File: config.mk
export PLATFORM = sky130hd
export DESIGN_NAME = cond_eval_unit
export DESIGN_NICKNAME = d
export VERILOG_FILES = /design/src/rtl/cond_eval_unit.sv
export SDC_FILE = /design/constraint.sdc
export NUM_CORES = 1
export LEC_CHECK = 0
export ABC_AREA = 1
export CORE_UTILIZATION = 48
export DETAILED_ROUTE_END_ITERATION = 8
export PLACE_DENSITY = 0.95
export SYNTH_ARGS = -nofsm -noshare
export SYNTH_HDL_FRONTEND = slang
export SYNTH_SLANG_ARGS = --single-unit
File: constraint.sdc
create_clock -name clk -period 4 [get_ports clk]
set_input_delay 0.8 -clock clk [delete_from_list [all_inputs] [get_ports clk]]
set_output_delay 0.8 -clock clk [all_outputs]
set_load 0.03 [all_outputs]
File: src/rtl/cond_eval_unit.sv
// Condition evaluation unit: architectural NZV flag register, 4-bit condition decode,
// registered take/illegal result over a valid/ready handshake, overflow statistics.
module cond_eval_unit #(
    parameter bit          BYPASS    = 1'b1,
    parameter int unsigned OVF_CNT_W = 8
) (
    input  logic                 clk,
    input  logic                 rst_n,
    input  logic                 zero_in,
    input  logic                 overflow_in,
    input  logic                 sign_in,
    input  logic                 flags_we,
    input  logic                 cond_valid,
    input  logic [3:0]           cond_code,
    output logic                 cond_ready,
    output logic                 out_valid,
    input  logic                 out_ready,
    output logic                 out_take,
    output logic                 out_illegal,
    input  logic                 flush,
    input  logic                 clr_stats,
    output logic [2:0]           flags_q,
    output logic                 ovf_sticky,
    output logic [OVF_CNT_W-1:0] ovf_count
);

    logic [2:0] eval_flags;
    logic       n_f, z_f, v_f;
    logic       take_d;
    logic       illegal_d;
    logic       accept;

    // Select the flags the condition is evaluated against and decode the condition.
    always_comb begin
        eval_flags = (BYPASS && flags_we) ? {sign_in, zero_in, overflow_in} : flags_q;
        n_f        = eval_flags[2];
        z_f        = eval_flags[1];
        v_f        = eval_flags[0];
        take_d     = 1'b0;
        illegal_d  = 1'b0;
        case (cond_code)
            4'd0:    take_d = z_f;
            4'd1:    take_d = !z_f;
            4'd2:    take_d = n_f ^ v_f;
            4'd3:    take_d = !(n_f ^ v_f);
            4'd4:    take_d = !z_f && !(n_f ^ v_f);
            4'd5:    take_d = z_f || (n_f ^ v_f);
            4'd6:    take_d = v_f;
            4'd7:    take_d = !v_f;
            4'd8:    take_d = n_f;
            4'd9:    take_d = !n_f;
            4'd10:   take_d = 1'b1;
            default: illegal_d = 1'b1;
        endcase
    end

    // Input side may accept whenever the output slot is empty or being drained.
    always_comb begin
        cond_ready = !out_valid || out_ready;
        accept     = cond_valid && cond_ready && !flush;
    end

    // Architectural flag register.
    always_ff @(posedge clk or negedge rst_n) begin
        if (!rst_n) begin
            flags_q <= 3'b000;
        end else if (flags_we) begin
            flags_q <= {sign_in, zero_in, overflow_in};
        end
    end

    // Result slot: flush drops it, an accepted query refills it, consumption empties it.
    always_ff @(posedge clk or negedge rst_n) begin
        if (!rst_n) begin
            out_valid   <= 1'b0;
            out_take    <= 1'b0;
            out_illegal <= 1'b0;
        end else if (flush) begin
            out_valid <= 1'b0;
        end else if (accept) begin
            out_valid   <= 1'b1;
            out_take    <= take_d;
            out_illegal <= illegal_d;
        end else if (out_ready) begin
            out_valid <= 1'b0;
        end
    end

    // Overflow statistics; clear takes priority over a same-cycle event.
    always_ff @(posedge clk or negedge rst_n) begin
        if (!rst_n) begin
            ovf_sticky <= 1'b0;
            ovf_count  <= '0;
        end else if (clr_stats) begin
            ovf_sticky <= 1'b0;
            ovf_count  <= '0;
        end else if (flags_we && overflow_in) begin
            ovf_sticky <= 1'b1;
            if (ovf_count != {OVF_CNT_W{1'b1}}) begin
                ovf_count <= ovf_count + 1'b1;
            end
        end
    end

endmodule

==> impl_metrics.json, run 1 <==
{
  "worstPathMaxFanout": 2,
  "finalCritPeriodShare": 0.723,
  "maxCapViolCount": 0,
  "power-per-cell-area_nw_per_um2": 273,
  "clkPwrFrac": 0.241,
  "min_path_type": "reg -> reg",
  "drc": 0,
  "cts_hold_buf": 0,
  "ys_warn_count": 0,
  "setup_violations": 0,
  "postSynthCellCount": 138,
  "dieArea_um2": 2140,
  "syn_nets": 153,
  "whs_ns": 0.488,
  "layout_common_cells": "nand2_1 (38), clkdlybuf4s50_1 (29), inv_1 (24), nor2_1 (16), dfrtp_1 (15)",
  "wire_per_inst_um": 11.1,
  "clk_path_buf_depth": 2,
  "coreArea_um2": 1780,
  "ys_seq_area_frac": 0.400,
  "fin_util": 0.713,
  "io_buffers": 29,
  "htree_num_levels": 1,
  "worst_pin_slew_ns": 0.672,
  "antenna_found_initial": 0,
  "startpoint": "out_ready",
  "start_util": 0.526,
  "rows": 15,
  "slew_headroom": 0.550,
  "swShare": 0.313,
  "vias": 976,
  "crit_type": "in -> out",
  "final_common_cell": "nand2_1",
  "min_period_ns": 2.89,
  "layout.nets": 185,
  "final_area_um2": 1270,
  "end_kind": "output pin",
  "crit_path_start_kind": "input port",
  "cts_buffers": 3,
  "r2r_slack_ns": 2.39,
  "clk_latency_ns": 0.28,
  "drv_slew": 0,
  "place_congestion": 0.879,
  "syn_to_final_growth_pct": 35.5,
  "ys_seq_elements": 15,
  "critPathTopFamily": "buffers and inverters",
  "final.setup.tns_ns": 0,
  "finClkSkew_ns": 0.00792,
  "hpwlAfterDp_um": 1750,
  "yosysUniqueCellTypes": 23,
  "grt_pass1_vias": 845,
  "cts_tree": "done",
  "fp.dieW_um": 46.2,
  "postCtsSetupBuffers": 0,
  "via_per_inst": 5.03,
  "fmax_mhz": 346,
  "grt_usage": 0.221,
  "r2r_start": "ovf_count[0]$_DFFE_PN0P_",
  "cp_data_required_time_ns": 3.20,
  "ios": 30,
  "grt-ovfl-total": 0,
  "combPwrFrac": 0.281,
  "p_leak_nw": 0.624,
  "hp-start": "out_illegal$_DFFE_PN0P_",
  "arrival_ns": 2.09,
  "critPathSlowestCell": "clkdlybuf4s50_1",
  "syn_area_um2": 938,
  "rsz0062_at_grt": "no",
  "drt-initial-drc-count": 32,
  "dr.pass1.iters": 4,
  "ir_drop_v": 0.000146,
  "avgSynthCellArea_um2": 6.80,
  "status": "completed",
  "placed_area_um2": 1240,
  "n_antenna_cell": 0,
  "p_int_w": 0.000239,
  "crit_chain": "clkdlybuf4s50_1 > nor2_1 > inv_1 > clkdlybuf4s50_1",
  "die_h_um": 46.2,
  "grt_start_max_net_pins": 16,
  "root_buffer": "clkbuf_4",
  "cts.sinks": 15,
  "crit_top_cell": "clkdlybuf4s50_1",
  "wirelength_um": 2160,
  "hold_violations": 0,
  "final_antenna_net_count": 0,
  "cts_resized": 0,
  "grt_first_pass_wirelength_um": 3450,
  "clk_pin_slew_ns": 0.08,
  "p_seq_frac": 0.478,
  "critPathMaxStageDelay_ns": 0.67,
  "cp_num_buf_inv": 3,
  "drive_above_1_share": 0.0710,
  "p_switching_w": 0.000109
}
==> Yosys cell counts <==
| cell type | count | share of area |
|---|---|---|
| inv_1 | 24 | 0.096 |
| nor2_1 | 16 | 0.064 |
| nand3_1 | 10 | 0.053 |
| xor2_1 | 1 | 0.0093 |
| nand4_1 | 1 | 0.0067 |
| nand2_1 | 38 | 0.15 |
| nor2_4 | 1 | 0.012 |
| nor3_1 | 4 | 0.021 |
| o21a_1 | 1 | 0.0080 |
| o21bai_1 | 1 | 0.0080 |
| nand2_2 | 3 | 0.020 |
| o21ai_1 | 1 | 0.0053 |
| o21ai_0 | 7 | 0.037 |
| a21oi_1 | 6 | 0.032 |
| buf_6 | 1 | 0.012 |
| dfrtp_1 | 15 | 0.40 |
| nand2_4 | 1 | 0.012 |
| ha_1 | 1 | 0.013 |
| nor3_2 | 1 | 0.011 |
| inv_2 | 2 | 0.0080 |
| nor3b_1 | 1 | 0.0080 |
| buf_1 | 1 | 0.0040 |
| nor2_2 | 1 | 0.0067 |
==> layer usage <==
| layer | part of all wire | up-vias | track usage |
|---|---|---|---|
| met1 | 0.41 | 458 | 0.261 |
| met2 | 0.55 | 30 | 0.411 |
| met5 | 0 | - | 0 |
| li1 | - | 486 | - |
| met4 | 0.0092 | 0 | 0.0706 |
| met3 | 0.029 | 2 | 0.0235 |
==> state kept, by name, indices dropped and copies added (netlist names) <==
register / cells
flags_q: 3
out_valid: 1
out_take: 1
out_illegal: 1
ovf_sticky: 1
ovf_count: 8
==> worst register-to-register path, stage by stage (launching register included) <==
cell     delay, ns
dfrtp_1       0.42
ha_1          0.22
nand2_1       0.09
inv_1         0.06
nand2_2       0.08
nor2_2        0.04
nand2_1       0.06
nand2_2       0.17
o21ai_0       0.19
nor3b_1       0.19
==> final cells by class <==
type                    instances  area [um^2]
fillers                       137          512
multi-input cells              95          450
flip-flops and latches         15          375
repair buffers                 29          290
inverters                      26         97.6
well taps                      25         31.3
clock buffers                   4         26.3
==> path summary, 6_finish.rpt <==
kind	end	cells after the start
setup / recovery	cond_ready	4
hold / removal	out_illegal$_DFFE_PN0P_	2
setup reg to reg	ovf_count[4]$_DFFE_PN0P_	9
hold reg to reg	out_illegal$_DFFE_PN0P_	2
max in group asynchronous	ovf_count[2]$_DFFE_PN0P_	1
min in group asynchronous	ovf_count[6]$_DFFE_PN0P_	1
==> stage by stage <==
step / power, W / setup WS [ns] / cells
after global routing: 0.000365 / 1.07 / 194
final: 0.000348 / 1.11 / 194
after floorplan: 0.000222 / 2.13 / 138
after global placement: 0.000262 / 1.18 / 190
after detailed placement: 0.000267 / 1.12 / 190
after CTS: 0.000351 / 1.12 / 194
==> power by group through the flow <==
| stage | sequential, W | combinational, W | clock, W |
|---|---|---|---|
| finish | 0.000166 | 0.0000978 | 0.0000836 |
| detailed placement | 0.000169 | 0.0000976 | 0 |
| CTS | 0.000166 | 0.0000979 | 0.0000873 |
| global route | 0.000168 | 0.000106 | 0.0000916 |
| global placement | 0.000169 | 0.0000938 | 0 |
| floorplan | 0.000186 | 0.0000365 | 0 |
==> cell families after synthesis <==
logic type               Yosys count  synth area share
AO/OA/AOI/OAI                     16            0.0907
XOR/XNOR                           1           0.00934
adder cells (fa/ha/maj)            1            0.0133
buffers and inverters             28             0.120
flip-flops                        15             0.400
AND/OR/NAND/NOR                   77             0.367
(Power assumes the default switching activity.)
==> run 2: changes to the inputs <==
Settings changed: CORE_UTILIZATION 48 to 41, PLACE_DENSITY 0.95 to 0.87.
Clock period 4 ns to 2.5 ns, I/O delays scaled along.
==> run 2 against run 1 <==
First-iteration DRC count decreased by 6.3%. Routed wire length shrank 3.1%. Combinational power grew 60%. Worst setup slack got worse by 0.87 ns. Via count down 0.20%. Register-to-register slack got worse by 1.5 ns. Global-route usage fell by 3.6 points. Design area up 0.29%. Cell count increased by 1.0%. Critical path type unchanged.
==> impl_metrics.json, run 2 (synthesized netlist as in run 1, its figures left out) <==
{
  "p_seq_frac": 0.474,
  "r2r_slack_ns": 0.94,
  "cts_buffers": 3,
  "setup_violations": 0,
  "final_common_cell": "nand2_1",
  "power-per-cell-area_nw_per_um2": 439,
  "min_period_ns": 2.26,
  "finClkSkew_ns": 0.00784,
  "place_congestion": 0.800,
  "worst_pin_slew_ns": 0.696,
  "cp_data_required_time_ns": 2.00,
  "combPwrFrac": 0.279,
  "drt-initial-drc-count": 30,
  "top_regs": "ovf_count (8), flags_q (3)",
  "report.power.total_w": 0.000560,
  "layout.nets": 185,
  "p_int_w": 0.000380,
  "clk_pin_slew_ns": 0.10,
  "crit_type": "in -> out",
  "grt-ovfl-total": 0,
  "final_antenna_net_count": 0,
  "clkPwrFrac": 0.247,
  "arrival_ns": 1.76,
  "seqCellArea_um2": 375,
  "end_kind": "output pin",
  "worstPathMaxFanout": 2,
  "maxCapViolCount": 0,
  "swShare": 0.322,
  "vias": 974,
  "finalCritPeriodShare": 0.905,
  "n_fill_cell": 194,
  "grt_usage": 0.185,
  "layout_common_cells": "nand2_1 (38), clkdlybuf4s50_1 (29), inv_1 (24), nor2_1 (16), dfrtp_1 (15)",
  "postCtsSetupBuffers": 0,
  "grt_start_max_net_pins": 16,
  "via_per_inst": 4.97,
  "drv_slew": 0,
  "grt_pass1_vias": 866,
  "hold_violations": 0,
  "antenna_found_initial": 0,
  "dr.pass1.iters": 7,
  "ios": 30,
  "n_antenna_cell": 0,
  "dieArea_um2": 2480,
  "wirelength_um": 2100,
  "grt_first_pass_wirelength_um": 3490,
  "critPathSlowestCell": "clkdlybuf4s50_1",
  "start_util": 0.455,
  "die_h_um": 49.8,
  "fp.dieW_um": 49.8,
  "ir_drop_v": 0.000253,
  "place_ws_ns": 0.235,
  "cts_tree": "done",
  "crit_top_cell": "clkdlybuf4s50_1",
  "io_buffers": 29,
  "hpwlAfterDp_um": 1700,
  "root_buffer": "clkbuf_4",
  "multi_input_area_um2": 450,
  "drc": 0,
  "largest_reg_flops": 8,
  "slew_headroom": 0.535,
  "clk_path_buf_depth": 2,
  "cts.sinks": 15,
  "coreArea_um2": 2060,
  "htree_num_levels": 1,
  "wire_per_inst_um": 10.7,
  "rsz0062_at_grt": "no",
  "min_path_type": "reg -> reg",
  "cts_hold_buf": 0,
  "crit_chain": "clkdlybuf4s50_1 > nor2_1 > inv_1 > clkdlybuf4s50_1",
  "top_register": "ovf_count",
  "crit_path_start_kind": "input port",
  "p_switching_w": 0.000180,
  "drive_above_1_share": 0.0769,
  "status": "completed",
  "cts_resized": 0,
  "final.setup.tns_ns": 0,
  "rows": 16,
  "critPathMaxStageDelay_ns": 0.67,
  "postLayoutSetupSlackWorst_ns": 0.239,
  "p_leak_nw": 0.627,
  "fmax_mhz": 442,
  "clk_latency_ns": 0.28,
  "syn_to_final_growth_pct": 35.9
}
run 2: changes by cell type in the layout (fill, tap and decap cells not counted), sizes merged:
| cell | change |
|---|---|
| clkinv | +1 |
| clkbuf | -1 |
run 2: layer usage:
layer  part of all wire  track usage  routed length [um]  up-vias
met3              0.040       0.0340                  83        4
met1               0.41        0.204                 867      442
met2               0.54        0.340                1120       36
met4              0.010       0.0810                  21        0
li1                   -            -                   -      492
met5                  0            0                   0        -
run 2: final timing paths:
check,cells past startpoint,start,end
max,4,out_ready,cond_ready
max in group asynchronous,1,rst_n,ovf_count[3]$_DFFE_PN0P_
min reg2reg,2,ovf_sticky$_DFFE_PN0P_,ovf_sticky$_DFFE_PN0P_
min,2,ovf_sticky$_DFFE_PN0P_,ovf_sticky$_DFFE_PN0P_
min in group asynchronous,1,rst_n,ovf_count[5]$_DFFE_PN0P_
max reg2reg,9,ovf_count[0]$_DFFE_PN0P_,ovf_count[4]$_DFFE_PN0P_
run 2: power by group through the flow:
stage / logic, W / clock network, W / registers, W
3_3_place_gp: 0.000151 / 0 / 0.000270
6_report: 0.000156 / 0.000138 / 0.000266
3_5_place_dp: 0.000155 / 0 / 0.000271
5_1_grt: 0.000169 / 0.000153 / 0.000268
4_1_cts: 0.000156 / 0.000144 / 0.000266
2_1_floorplan: 0.0000583 / 0 / 0.000298
run 2: critical path, delay by kind of cell:
kind                   cells  cell delay (ns)
buffers and inverters      3             1.20
AND/OR/NAND/NOR            1             0.06
run 2: area by class of cell:
class	count	share of cell area
multi-input cells	95	0.353
flip-flops and latches	15	0.294
repair buffers	29	0.228
inverters	26	0.0765
well taps	27	0.0265
clock buffers	3	0.0177
clock inverters	1	0.00393
run 2: per-stage QoR:
step           std cells  hold WS (ns)  area [um^2]   util
4_1_cts              196         0.502         1270  0.618
2_1_floorplan        138         0.204          938      -
3_3_place_gp         192         0.467         1250  0.605
5_1_grt              196         0.542         1270  0.618
6_report             196         0.504         1270  0.618
3_5_place_dp         192         0.480         1250  0.605
==> run 3: changes to the inputs <==
Settings changed: CORE_MARGIN from default to 2, RECOVER_POWER from default to 100.
==> run 3 against run 2 <==
Clock skew shrank 0.0041 ns. Critical path depth did not move. Combinational power shrank 6%. Routed wire length fell by 3.9%. Global-route usage fell by 2.6 points. Flip-flop and latch count unchanged. Sequential share of layout area increased by 0.058 points. Die area increased by 8.2%. Total power shrank 1.7%. Critical path type unchanged.
==> impl_metrics.json, run 3 (synthesized netlist as in run 1, its figures left out) <==
{
  "status": "completed",
  "coreArea_um2": 2190,
  "clk_path_buf_depth": 2,
  "grt_first_pass_wirelength_um": 3260,
  "hold_violations": 0,
  "cp_data_required_time_ns": 2.00,
  "clk_latency_ns": 0.28,
  "p_switching_w": 0.000174,
  "p_seq_frac": 0.482,
  "layout.nets": 185,
  "finalCritPeriodShare": 0.940,
  "dr.pass1.iters": 4,
  "end_kind": "output pin",
  "drt-initial-drc-count": 37,
  "layout_common_cells": "nand2_1 (39), inv_1 (26), dlygate4sd3_1 (18), nor2_1 (16), dfrtp_1 (15)",
  "wire_per_inst_um": 10.2,
  "final.setup.tns_ns": 0,
  "swShare": 0.317,
  "p_leak_nw": 0.666,
  "grt-ovfl-total": 0,
  "top_regs": "ovf_count (8), flags_q (3)",
  "largest_reg_flops": 8,
  "io_buffers": 29,
  "place_congestion": 0.878,
  "fmax_mhz": 426,
  "hpwlAfterDp_um": 1680,
  "report.power.total_w": 0.000550,
  "dpl.cell_count": 193,
  "p_int_w": 0.000376,
  "maxCapViolCount": 0,
  "top_register": "ovf_count",
  "r2r_slack_ns": 0.74,
  "slew_headroom": 0.545,
  "arrival_ns": 1.85,
  "drive_above_1_share": 0.0533,
  "setup_violations": 0,
  "finClkSkew_ns": 0.00371,
  "rsz0062_at_grt": "no",
  "final_common_cell": "nand2_1",
  "cts.sinks": 15,
  "cts_resized": 0,
  "crit_path_start_kind": "input port",
  "root_buffer": "clkbuf_4",
  "htree_num_levels": 1,
  "n_antenna_cell": 0,
  "grt_start_max_net_pins": 16,
  "postCtsSetupBuffers": 0,
  "final_antenna_net_count": 0,
  "ios": 30,
  "start_util": 0.428,
  "worstPathMaxFanout": 2,
  "drc": 0,
  "fp.dieW_um": 51.8,
  "vias": 947,
  "stdcell_count": 197,
  "n_fill_cell": 196,
  "grt_usage": 0.159,
  "power-per-cell-area_nw_per_um2": 432,
  "dieArea_um2": 2690,
  "clk_pin_slew_ns": 0.09,
  "syn_to_final_growth_pct": 35.6,
  "combPwrFrac": 0.267,
  "die_h_um": 51.8,
  "rows": 17,
  "wirelength_um": 2010,
  "cts_tree": "done",
  "worst_pin_slew_ns": 0.680,
  "ir_drop_v": 0.000240,
  "min_path_type": "reg -> reg",
  "crit_type": "in -> out",
  "drv_slew": 0,
  "via_per_inst": 4.81,
  "antenna_found_initial": 0,
  "cts_buffers": 3,
  "grt_pass1_vias": 804,
  "clkPwrFrac": 0.251,
  "min_period_ns": 2.35,
  "cts_hold_buf": 0
}
==> run 3: cell count changes in the layout (fill, tap and decap cells not counted) <==
cell and change:
dlygate4sd3_1 +18, clkbuf_1 +1, nand2_2 -1, inv_1 +2, inv_2 -2, clkinv_2 -1
nand2_1 +1, clkdlybuf4s50_1 -18
==> run 3: routing by layer <==
| layer | vias to the layer above | GRT usage | routed length, um |
|---|---|---|---|
| met5 | - | 0 | 0 |
| met4 | 0 | 0.0526 | 10 |
| met3 | 2 | 0.0259 | 98 |
| met2 | 24 | 0.293 | 1040 |
| met1 | 434 | 0.185 | 867 |
| li1 | 487 | - | - |
==> run 3: final timing paths <==
kind	cells past startpoint	startpoint	endpoint
hold reg to reg	2	out_illegal$_DFFE_PN0P_	out_illegal$_DFFE_PN0P_
setup / recovery	4	out_ready	cond_ready
hold / removal	2	out_illegal$_DFFE_PN0P_	out_illegal$_DFFE_PN0P_
setup reg to reg	11	ovf_count[0]$_DFFE_PN0P_	ovf_count[3]$_DFFE_PN0P_
max in group asynchronous	1	rst_n	ovf_count[0]$_DFFE_PN0P_
min in group asynchronous	1	rst_n	ovf_count[5]$_DFFE_PN0P_
==> run 3: power groups by stage <==
| stage | Clock, W | Combinational (W) | Sequential (W) |
|---|---|---|---|
| 2_1_floorplan | 0 | 0.0000583 | 0.000298 |
| 6_report | 0.000138 | 0.000147 | 0.000265 |
| 3_3_place_gp | 0 | 0.000151 | 0.000270 |
| 5_1_grt | 0.000155 | 0.000160 | 0.000267 |
| 3_5_place_dp | 0 | 0.000155 | 0.000270 |
| 4_1_cts | 0.000142 | 0.000155 | 0.000266 |
==> run 3: area by class of cell <==
| cell class | count | area [um^2] | area share |
|---|---|---|---|
| Inverter | 26 | 97.6 | 0.0767 |
| Timing Repair Buffer | 29 | 290 | 0.228 |
| Tap cell | 28 | 35.0 | 0.0275 |
| Multi-Input combinational cell | 95 | 448 | 0.352 |
| Clock buffer | 4 | 26.3 | 0.0206 |
| Sequential cell | 15 | 375 | 0.295 |
==> run 3: per-stage QoR <==
stage	area [um^2]	hold slack (ns)	setup WS, ns	utilization
2_1_floorplan	938	0.204	0.850	-
3_3_place_gp	1250	0.465	0.278	0.570
3_5_place_dp	1250	0.472	0.248	0.570
4_1_cts	1270	0.492	0.248	0.582
5_1_grt	1270	0.508	0.105	0.581
6_report	1270	0.485	0.151	0.581
==> run 3: worst max-delay path, stage by stage <==
cell and delay (ns):
dlygate4sd3_1 0.54, nor2_1 0.14, inv_1 0.07, clkdlybuf4s50_1 0.60
